### src/rtl/ddr3_app_arbiter.sv
// ddr3_app_arbiter: two-requester (write/read) command arbiter in front of a
// DDR3 MIG user interface. One command is in flight at a time: IDLE picks a
// requester and registers the MIG command; ISSUE holds it until app_rdy, then
// acknowledges the winner with a one-cycle combinational pulse.
// Acquisition mode gives writes strict priority; otherwise a round-robin with
// a run limit of MAX_RUN grants applies.
// Optional feature macro: DDR3_APP_ARB_STATS_EN (command/stall statistics).
module ddr3_app_arbiter #(
  parameter int MAX_RUN = 8
) (
  input  logic        clk,
  input  logic        reset_n,
  input  logic        init_calib_complete,
  input  logic        acq_enabled,
  input  logic        wr_app_en,
  input  logic [25:0] wr_addr,
  output logic        wr_app_rdy,
  input  logic        rd_app_en,
  input  logic [25:0] rd_addr,
  output logic        rd_app_rdy,
  output logic [26:0] app_addr,
  output logic [2:0]  app_cmd,
  output logic        app_en,
  input  logic        app_rdy,
  output logic [31:0] wr_cmd_cnt,
  output logic [31:0] rd_cmd_cnt,
  output logic [31:0] stall_cnt
);

  typedef enum logic [0:0] {
    ST_IDLE  = 1'b0,
    ST_ISSUE = 1'b1
  } state_t;

  localparam logic [7:0] MAX_RUN_C = 8'(MAX_RUN);
  localparam logic [2:0] CMD_WR    = 3'b000;
  localparam logic [2:0] CMD_RD    = 3'b001;

  state_t      state_q, state_d;
  logic        app_en_q, app_en_d;
  logic [26:0] app_addr_q, app_addr_d;
  logic [2:0]  app_cmd_q, app_cmd_d;
  logic        gnt_wr_q, gnt_wr_d;     // requester owning the in-flight command
  logic        last_wr_q, last_wr_d;   // requester granted most recently
  logic [7:0]  run_cnt_q, run_cnt_d;
  logic        armed_q;                // blocks grants on the first edge after reset

  logic        pick_wr_s;
  logic        req_any_s;
  logic        accept_s;
  logic        wr_ack_s;
  logic        rd_ack_s;

  assign req_any_s = wr_app_en | rd_app_en;
  assign accept_s  = (state_q == ST_ISSUE) & app_rdy;

  // Choose the requester that would win if a grant is made this cycle.
  always_comb begin
    pick_wr_s = 1'b1;
    if (wr_app_en && rd_app_en) begin
      if (acq_enabled) begin
        pick_wr_s = 1'b1;
      end else if (run_cnt_q >= MAX_RUN_C) begin
        pick_wr_s = ~last_wr_q;
      end else begin
        pick_wr_s = last_wr_q;
      end
    end else begin
      pick_wr_s = wr_app_en;
    end
  end

  // Next-state, command register and acknowledge logic of the issue FSM.
  always_comb begin
    state_d    = state_q;
    app_en_d   = app_en_q;
    app_addr_d = app_addr_q;
    app_cmd_d  = app_cmd_q;
    gnt_wr_d   = gnt_wr_q;
    last_wr_d  = last_wr_q;
    run_cnt_d  = run_cnt_q;
    wr_ack_s   = 1'b0;
    rd_ack_s   = 1'b0;
    case (state_q)
      ST_IDLE: begin
        if (armed_q && init_calib_complete && req_any_s) begin
          state_d    = ST_ISSUE;
          app_en_d   = 1'b1;
          gnt_wr_d   = pick_wr_s;
          app_addr_d = pick_wr_s ? {1'b0, wr_addr} : {1'b0, rd_addr};
          app_cmd_d  = pick_wr_s ? CMD_WR : CMD_RD;
        end else begin
          app_en_d = 1'b0;
        end
      end
      ST_ISSUE: begin
        if (app_rdy) begin
          wr_ack_s  = gnt_wr_q;
          rd_ack_s  = ~gnt_wr_q;
          state_d   = ST_IDLE;
          app_en_d  = 1'b0;
          last_wr_d = gnt_wr_q;
          if (gnt_wr_q == last_wr_q) begin
            run_cnt_d = (run_cnt_q >= MAX_RUN_C) ? MAX_RUN_C : (run_cnt_q + 8'd1);
          end else begin
            run_cnt_d = 8'd1;
          end
        end else begin
          app_en_d = 1'b1;
        end
      end
      default: begin
        state_d  = ST_IDLE;
        app_en_d = 1'b0;
      end
    endcase
  end

  // FSM state and registered MIG command outputs.
  always_ff @(posedge clk or negedge reset_n) begin
    if (!reset_n) begin
      state_q    <= ST_IDLE;
      app_en_q   <= 1'b0;
      app_addr_q <= 27'd0;
      app_cmd_q  <= 3'b000;
      gnt_wr_q   <= 1'b1;
      last_wr_q  <= 1'b1;
      run_cnt_q  <= 8'd0;
      armed_q    <= 1'b0;
    end else begin
      state_q    <= state_d;
      app_en_q   <= app_en_d;
      app_addr_q <= app_addr_d;
      app_cmd_q  <= app_cmd_d;
      gnt_wr_q   <= gnt_wr_d;
      last_wr_q  <= last_wr_d;
      run_cnt_q  <= run_cnt_d;
      armed_q    <= 1'b1;
    end
  end

  assign app_en     = app_en_q;
  assign app_addr   = app_addr_q;
  assign app_cmd    = app_cmd_q;
  assign wr_app_rdy = wr_ack_s;
  assign rd_app_rdy = rd_ack_s;

`ifdef DDR3_APP_ARB_STATS_EN
  logic [31:0] wr_cnt_q, wr_cnt_d;
  logic [31:0] rd_cnt_q, rd_cnt_d;
  logic [31:0] stall_q, stall_d;

  function automatic logic [31:0] sat_inc32(input logic [31:0] v, input logic en);
    if (en && (v != 32'hFFFF_FFFF)) begin
      return v + 32'd1;
    end else begin
      return v;
    end
  endfunction

  // Saturating statistics: accepted writes/reads and back-pressure cycles.
  always_comb begin
    wr_cnt_d = sat_inc32(wr_cnt_q, accept_s & gnt_wr_q);
    rd_cnt_d = sat_inc32(rd_cnt_q, accept_s & ~gnt_wr_q);
    stall_d  = sat_inc32(stall_q, app_en_q & ~app_rdy);
  end

  // Statistics counter registers.
  always_ff @(posedge clk or negedge reset_n) begin
    if (!reset_n) begin
      wr_cnt_q <= 32'd0;
      rd_cnt_q <= 32'd0;
      stall_q  <= 32'd0;
    end else begin
      wr_cnt_q <= wr_cnt_d;
      rd_cnt_q <= rd_cnt_d;
      stall_q  <= stall_d;
    end
  end

  assign wr_cmd_cnt = wr_cnt_q;
  assign rd_cmd_cnt = rd_cnt_q;
  assign stall_cnt  = stall_q;
`else
  assign wr_cmd_cnt = 32'd0;
  assign rd_cmd_cnt = 32'd0;
  assign stall_cnt  = 32'd0;
`endif

endmodule

### config.mk
export PLATFORM = sky130hd
export DESIGN_NAME = ddr3_app_arbiter
export DESIGN_NICKNAME = d
export VERILOG_FILES = /design/src/rtl/ddr3_app_arbiter.sv
export SDC_FILE = /design/constraint.sdc
export NUM_CORES = 1
export LEC_CHECK = 0
export CAP_MARGIN = 20
export CORE_MARGIN = 2
export CORE_UTILIZATION = 30
export DETAILED_ROUTE_END_ITERATION = 6
export GPL_ROUTABILITY_DRIVEN = 0
export HOLD_SLACK_MARGIN = 0.1
export PLACE_DENSITY = 0.75
export SLEW_MARGIN = 40
export SYNTH_ARGS = -nofsm -noshare
export SYNTH_HDL_FRONTEND = slang
export SYNTH_SLANG_ARGS = --single-unit
### constraint.sdc
create_clock -name clk -period 5.8 [get_ports clk]
set_input_delay 1.16 -clock clk [delete_from_list [all_inputs] [get_ports clk]]
set_output_delay 1.16 -clock clk [all_outputs]
set_load 0.1 [all_outputs]
==> impl_metrics.csv, run 1 <==
group,metric,value,unit
pwr,clock_power_share,15.9,%
worst_setup_path,cp_cell_sequence,"clkdlybuf4s50_1 > nand2_1 > nor2_1 > buf_2",
yosys,synth_top_flop_cell,"dfrtp_1",
timing,finalSetupViolations,0,
outcome,status,"finished clean",
pwr,p_seq_share,25.2,%
pwr,p_total,1.51,mW
timing,grt_setup_unrepaired,"false",
detailed_routing,wire_per_inst,13.3,µm
timing,maxSlewViolCount,0,
pwr,p_leak,1.53,nW
cells_and_area,layout_common_cells,"100 x conb_1, 57 x clkdlybuf4s50_1, 37 x dfrtp_1, 36 x nor2_1",
detailed_routing,drc_errors,0,
die,rows,36,
timing,max_freq,0.275,GHz
yosys,synth_top_area_share,31.5,%
placement,io_buffers,88,
pwr,p_int,0.590,mW
detailed_routing,avgViaCountPerCell,4.37,
yosys,ys_warn_count,0,
timing,slew_headroom,44.7,%
yosys,synth_edf_count,0,
grt,grt_overflow_total,0,
placement,dp_hpwl,5.10,mm
yosys,async_flop_share,100,%
yosys,yosysUniqueCellTypes,36,
die,die-area,10600,µm²
worst_setup_path,end_kind,"output port",
worst_setup_path,worstSetupPathType,"input pin to output port",
cts,cts_buffers,5,
cts,postCtsSetupBuffers,0,
cts,cts_tree,"done",
worst_setup_path,required,4640,ps
cells_and_area,diodes,0,
yosys,synth_top_area_cell,"dfrtp_1",
die,die_y,103,µm
cts,cts_hold_buf,0,
grt,antenna_found_initial,0,
worst_setup_path,slowest_delay,530,ps
detailed_routing,drt-total-wl,7.09,mm
timing,fin_setup_tns,0,ps
cells_and_area,nNetsFinal,460,
pwr,swShare,60.8,%
pwr,p_sw,0.916,mW
run,maxCapViolCount,0,
cts,cts-resized-gates,0,
die,fp.dieW,103,µm
detailed_routing,vias,2327,
worst_setup_path,cp.arrival,2480,ps
cells_and_area,final_common_cell,"conb_1",
placement,dpl.cell_count,525,
grt,grt_first_pass_wirelength,10.1,mm
timing,hold_viol,0,
cells_and_area,drive_gt1_share,18.5,%
detailed_routing,initialDrtViolationCount,64,
cts,cts_root_buf,"clkbuf_8",
die,core-area,9640,µm²
worst_setup_path,critPathSlowestCell,"clkdlybuf4s50_1",
die,initial_core_util,30.5,%
yosys,ys_seq_area_share,33.3,%
yosys,ys_seq_elements,39,
pwr,ir_drop,0.193,mV
timing,finalCritPeriodShare,62.7,%
pwr,powerDensity,429,nW/µm²
timing,skew,5.63,ps
cells_and_area,synthToLayoutAreaGrowth,19.6,%
timing,worst_slew_pin_slew,829,ps
worst_setup_path,path_buf_inv,2,
die,io_pins,188,
worst_setup_path,crit_fanout,10,
worst_setup_path,start_kind,"input pin",
cts,cts_sinks,39,
detailed_routing,dr.pass1.iters,4,
placement,place_area,3390,µm²
timing,fin_crit,3640,ps
yosys,syn_area_per_cell,9.15,µm²
cts,clk_latency,290,ps
cells_and_area,stdcell_count,533,
cts,cts_max_path_buffers,2,
yosys,syn_area,2940,µm²
grt,grt_max_degree,40,
cts,cts-htree-levels,2,
cells_and_area,fin_area,3510,µm²
worst_setup_path,path_delay_family,"buffers and inverters",
yosys,synth_area_leaders,"dfrtp_1 32%, buf_4 25%, a41oi_2 11%",
worst_hold_path,hold_path.class,"flop to flop",
yosys,synth_cells,321,
pwr,comb_power_share,59.0,%
grt,grt_usage,12.6,%
detailed_routing,ant_nets,0,
cts,path_clk_slew,90,ps
grt,grt_pass1_vias,1992,
==> Yosys cell counts, types with 2 or more instances <==
cell type  count
a21o_1         2
nor3_1         3
nand2_1        7
inv_1          5
xor2_1         2
a41oi_1        6
nand3_1        4
or3_1          2
nor2_1        36
buf_12         2
dfstp_2        2
o21ai_0       30
buf_2          5
conb_1         2
a21oi_1       27
or4_4          2
ha_1           2
dfrtp_1       37
buf_4         99
clkbuf_1      11
a41oi_2       20
==> power by group through the flow <==
stage	Combinational [mW]	Clock (mW)	Sequential, mW
floorplan	0.469	0	0.719
finish	0.888	0.239	0.379
global route	0.925	0.267	0.388
global placement	0.925	0	0.383
detailed placement	0.890	0	0.384
CTS	0.891	0.252	0.379
==> metrics by stage <==
stage / worst slack, ps / hold WS, ps / utilization [%]
2_1_floorplan: 1990 / 476 / -
3_3_place_gp: 1480 / 491 / 36.6
3_5_place_dp: 2170 / 497 / 35.2
4_1_cts: 2170 / 520 / 36.4
5_1_grt: 2090 / 538 / 36.4
6_report: 2160 / 519 / 36.4
==> logic make-up after synthesis <==
kind of cell / count (synthesis) / synth area share [%]
xor gates and xnor gates: 3 / 0.895
buffers and inverters: 124 / 30.1
and+or+nand+nor: 61 / 10.0
adders and majority gates: 2 / 0.852
DFF: 39 / 33.3
muxes: 1 / 0.383
AOI/OAI and AO/OA: 89 / 24.2
other: 2 / 0.256
==> worst paths after layout <==
path                                          startpoint                        to  slack, ps  depth (start not counted)
worst max-delay path                             app_rdy                rd_app_rdy       2160                          4
worst min-delay path                gnt_wr_q$_DFFE_PN1P_      gnt_wr_q$_DFFE_PN1P_        520                          2
worst max register to register  run_cnt_q[5]$_DFFE_PN0P_    app_cmd[0]$_DFFE_PN0P_       3180                          5
worst min register to register      gnt_wr_q$_DFFE_PN1P_      gnt_wr_q$_DFFE_PN1P_        520                          2
max in group asynchronous                        reset_n     last_wr_q$_DFFE_PN1P_       4600                          1
min in group asynchronous                        reset_n  run_cnt_q[3]$_DFFE_PN0P_        830                          1
==> cell type report <==
cell class              instances  area [µm²]
clock buffers                   5        68.8
clock inverters                 3        47.5
fillers                       998        6130
inverters                       5        18.8
multi-input cells             256        1470
flip-flops and latches         39         978
well taps                     133         166
repair buffers                 92         758
==> worst min-delay path, cell delays in order (launching register included) <==
cell and delay, ps:
dfstp_2 400, nand2_1 50, o21ai_0 70
==> registers in the layout, indices dropped and copies added, names as in the netlist <==
register / cells
gnt_wr_q: 1
last_wr_q: 1
run_cnt_q: 8
app_addr: 26
armed_q: 1
app_en: 1
app_cmd: 1
==> per-layer routing <==
| layer | share of wire (%) | wire length (µm) | vias to the layer above | GRT usage [%] |
|---|---|---|---|---|
| met5 | 0 | 0 | - | 0 |
| met4 | 0.32 | 23 | 0 | 2.73 |
| met3 | 7.6 | 539 | 4 | 3.25 |
| met2 | 52 | 3680 | 142 | 23.5 |
| met1 | 40 | 2850 | 1111 | 14.3 |
| li1 | - | - | 1070 | - |
(Power assumes the default switching activity.)
==> run 2: changes to the inputs <==
- PLACE_DENSITY: 0.75 -> 0.78
- clock period: 5.8 -> 2.9 ns (I/O delays scaled with it)
==> run 2 against run 1 <==
Effect of this change: critical path depth did not move; sequential power grew 100%; non-clock buffer count up 4; largest cell class unchanged; power up 100%; combinational power increased by 110%; via count fell by 0.47%; sequential share of layout area down 0.97 points; global-route usage grew 0.55 points; critical path type unchanged; wire length increased by 0.78%; cell area up 3.6%; cell count is 0.75% higher; register-to-register slack got worse by 2500 ps.
==> impl_metrics.csv, run 2 (synthesis results as in run 1) <==
group,metric,value,unit
cts,cts_sinks,39,
timing,worst_slew_pin_slew,800,ps
cts,cts_tree,"done",
cts,cts-resized-gates,0,
timing,finalSetupViolations,0,
cts,clk_latency,290,ps
cells_and_area,diodes,0,
grt,grt_first_pass_wirelength,10.7,mm
cts,cts_hold_buf,0,
timing,fin_crit,2340,ps
die,initial_core_util,30.5,%
cells_and_area,final_core_util,37.7,%
die,io_pins,188,
detailed_routing,avgViaCountPerCell,4.31,
worst_setup_path,worstSetupPathType,"input pin to output port",
cells_and_area,nNetsFinal,464,
timing,finalCritPeriodShare,80.6,%
detailed_routing,vias,2316,
placement,place_area,3520,µm²
die,fp.dieW,103,µm
worst_setup_path,cp.arrival,1760,ps
die,die_y,103,µm
grt,grt_pass1_vias,2130,
cells_and_area,fin_area,3640,µm²
worst_setup_path,required,2320,ps
die,core-area,9640,µm²
detailed_routing,ant_nets,0,
cells_and_area,fillers,951,
worst_setup_path,end_kind,"output port",
worst_setup_path,crit_fanout,10,
outcome,status,"finished clean",
cts,cts_max_path_buffers,2,
worst_setup_path,start_kind,"input pin",
cts,postCtsSetupBuffers,0,
die,die-area,10600,µm²
timing,hold_viol,0,
pwr,p_total,3.08,mW
timing,fin_setup_tns,0,ps
die,rows,36,
run,maxCapViolCount,0,
timing,skew,7.73,ps
grt,grt_max_degree,40,
timing,maxSlewViolCount,0,
placement,dp_hpwl,5.29,mm
cts,path_clk_slew,90,ps
pwr,ir_drop,0.443,mV
detailed_routing,drc_errors,0,
timing,grt_setup_unrepaired,"false",
detailed_routing,initialDrtViolationCount,75,
timing,hold_slack,262,ps
detailed_routing,drt-total-wl,7.15,mm
timing,max_freq,0.428,GHz
cts,cts_buffers,5,
grt,antenna_found_initial,0,
timing,slew_headroom,46.7,%
pwr,p_leak,1.59,nW
cells_and_area,layout_common_cells,"100 x conb_1, 57 x clkdlybuf4s50_1, 37 x dfrtp_1, 37 x buf_4, 35 x nor2_1",
placement,io_buffers,88,
pwr,powerDensity,847,nW/µm²
detailed_routing,wire_per_inst,13.3,µm
cells_and_area,largest_register_ffs,26,
cts,cts_root_buf,"clkbuf_8",
grt,grt_usage,13.1,%
cells_and_area,final_common_cell,"conb_1",
cells_and_area,drive_gt1_share,19.6,%
grt,grt_overflow_total,0,
cts,cts-htree-levels,2,
worst_hold_path,hold_path.class,"input pin to asynchronous set/reset pin",
detailed_routing,dr.pass1.iters,4,
cells_and_area,synthToLayoutAreaGrowth,23.9,%
## run 2: changes by cell type in the layout (fill, tap and decap cells not counted), sizes merged
| cell | change |
|---|---|
| buf | +4 |
## run 2: area by class of cell
type                            instances  area, µm²  share of cell area (%)
Timing Repair Buffer                   96        888                    24.4
Sequential cell                        39        978                    26.9
Tap cell                              133        166                    4.58
Multi-Input combinational cell        256       1470                    40.4
Inverter                                5       18.8                   0.516
Clock inverter                          3       47.5                    1.31
Clock buffer                            5       68.8                    1.89
## run 2: routing by layer
layer	track usage, %	part of all wire (%)	vias to the layer above
met3	3.80	8.6	2
met1	15.5	40	1110
met4	2.13	0.28	0
met2	24.0	52	127
li1	-	-	1077
met5	0	0	-
## run 2: path summary, 6_finish.rpt
kind	startpoint	to	slack [ps]	cells past startpoint
setup / recovery	app_rdy	rd_app_rdy	560	4
hold / removal	reset_n	run_cnt_q[1]$_DFFE_PN0P_	260	1
setup reg to reg	run_cnt_q[5]$_DFFE_PN0P_	app_addr[4]$_DFFE_PN0P_	640	4
hold reg to reg	gnt_wr_q$_DFFE_PN1P_	gnt_wr_q$_DFFE_PN1P_	520	2
max in group asynchronous	reset_n	gnt_wr_q$_DFFE_PN1P_	2270	1
min in group clk	gnt_wr_q$_DFFE_PN1P_	gnt_wr_q$_DFFE_PN1P_	520	2
## run 2: through the flow
step | instances | worst slack (ps)
floorplan | 419 | 128
global placement | 529 | 368
detailed placement | 529 | 344
CTS | 537 | 563
global route | 537 | 463
finish | 537 | 564
## run 2: worst max-delay path: stages
cell and delay, ps:
clkdlybuf4s50_1 540, nand2_1 230, nor2_2 210, buf_12 190
## run 2: power breakdown
group          internal [mW]  switching (mW)
logic                  0.312            1.53
registers              0.670          0.0939
clock network          0.261           0.216
total                   1.24            1.84
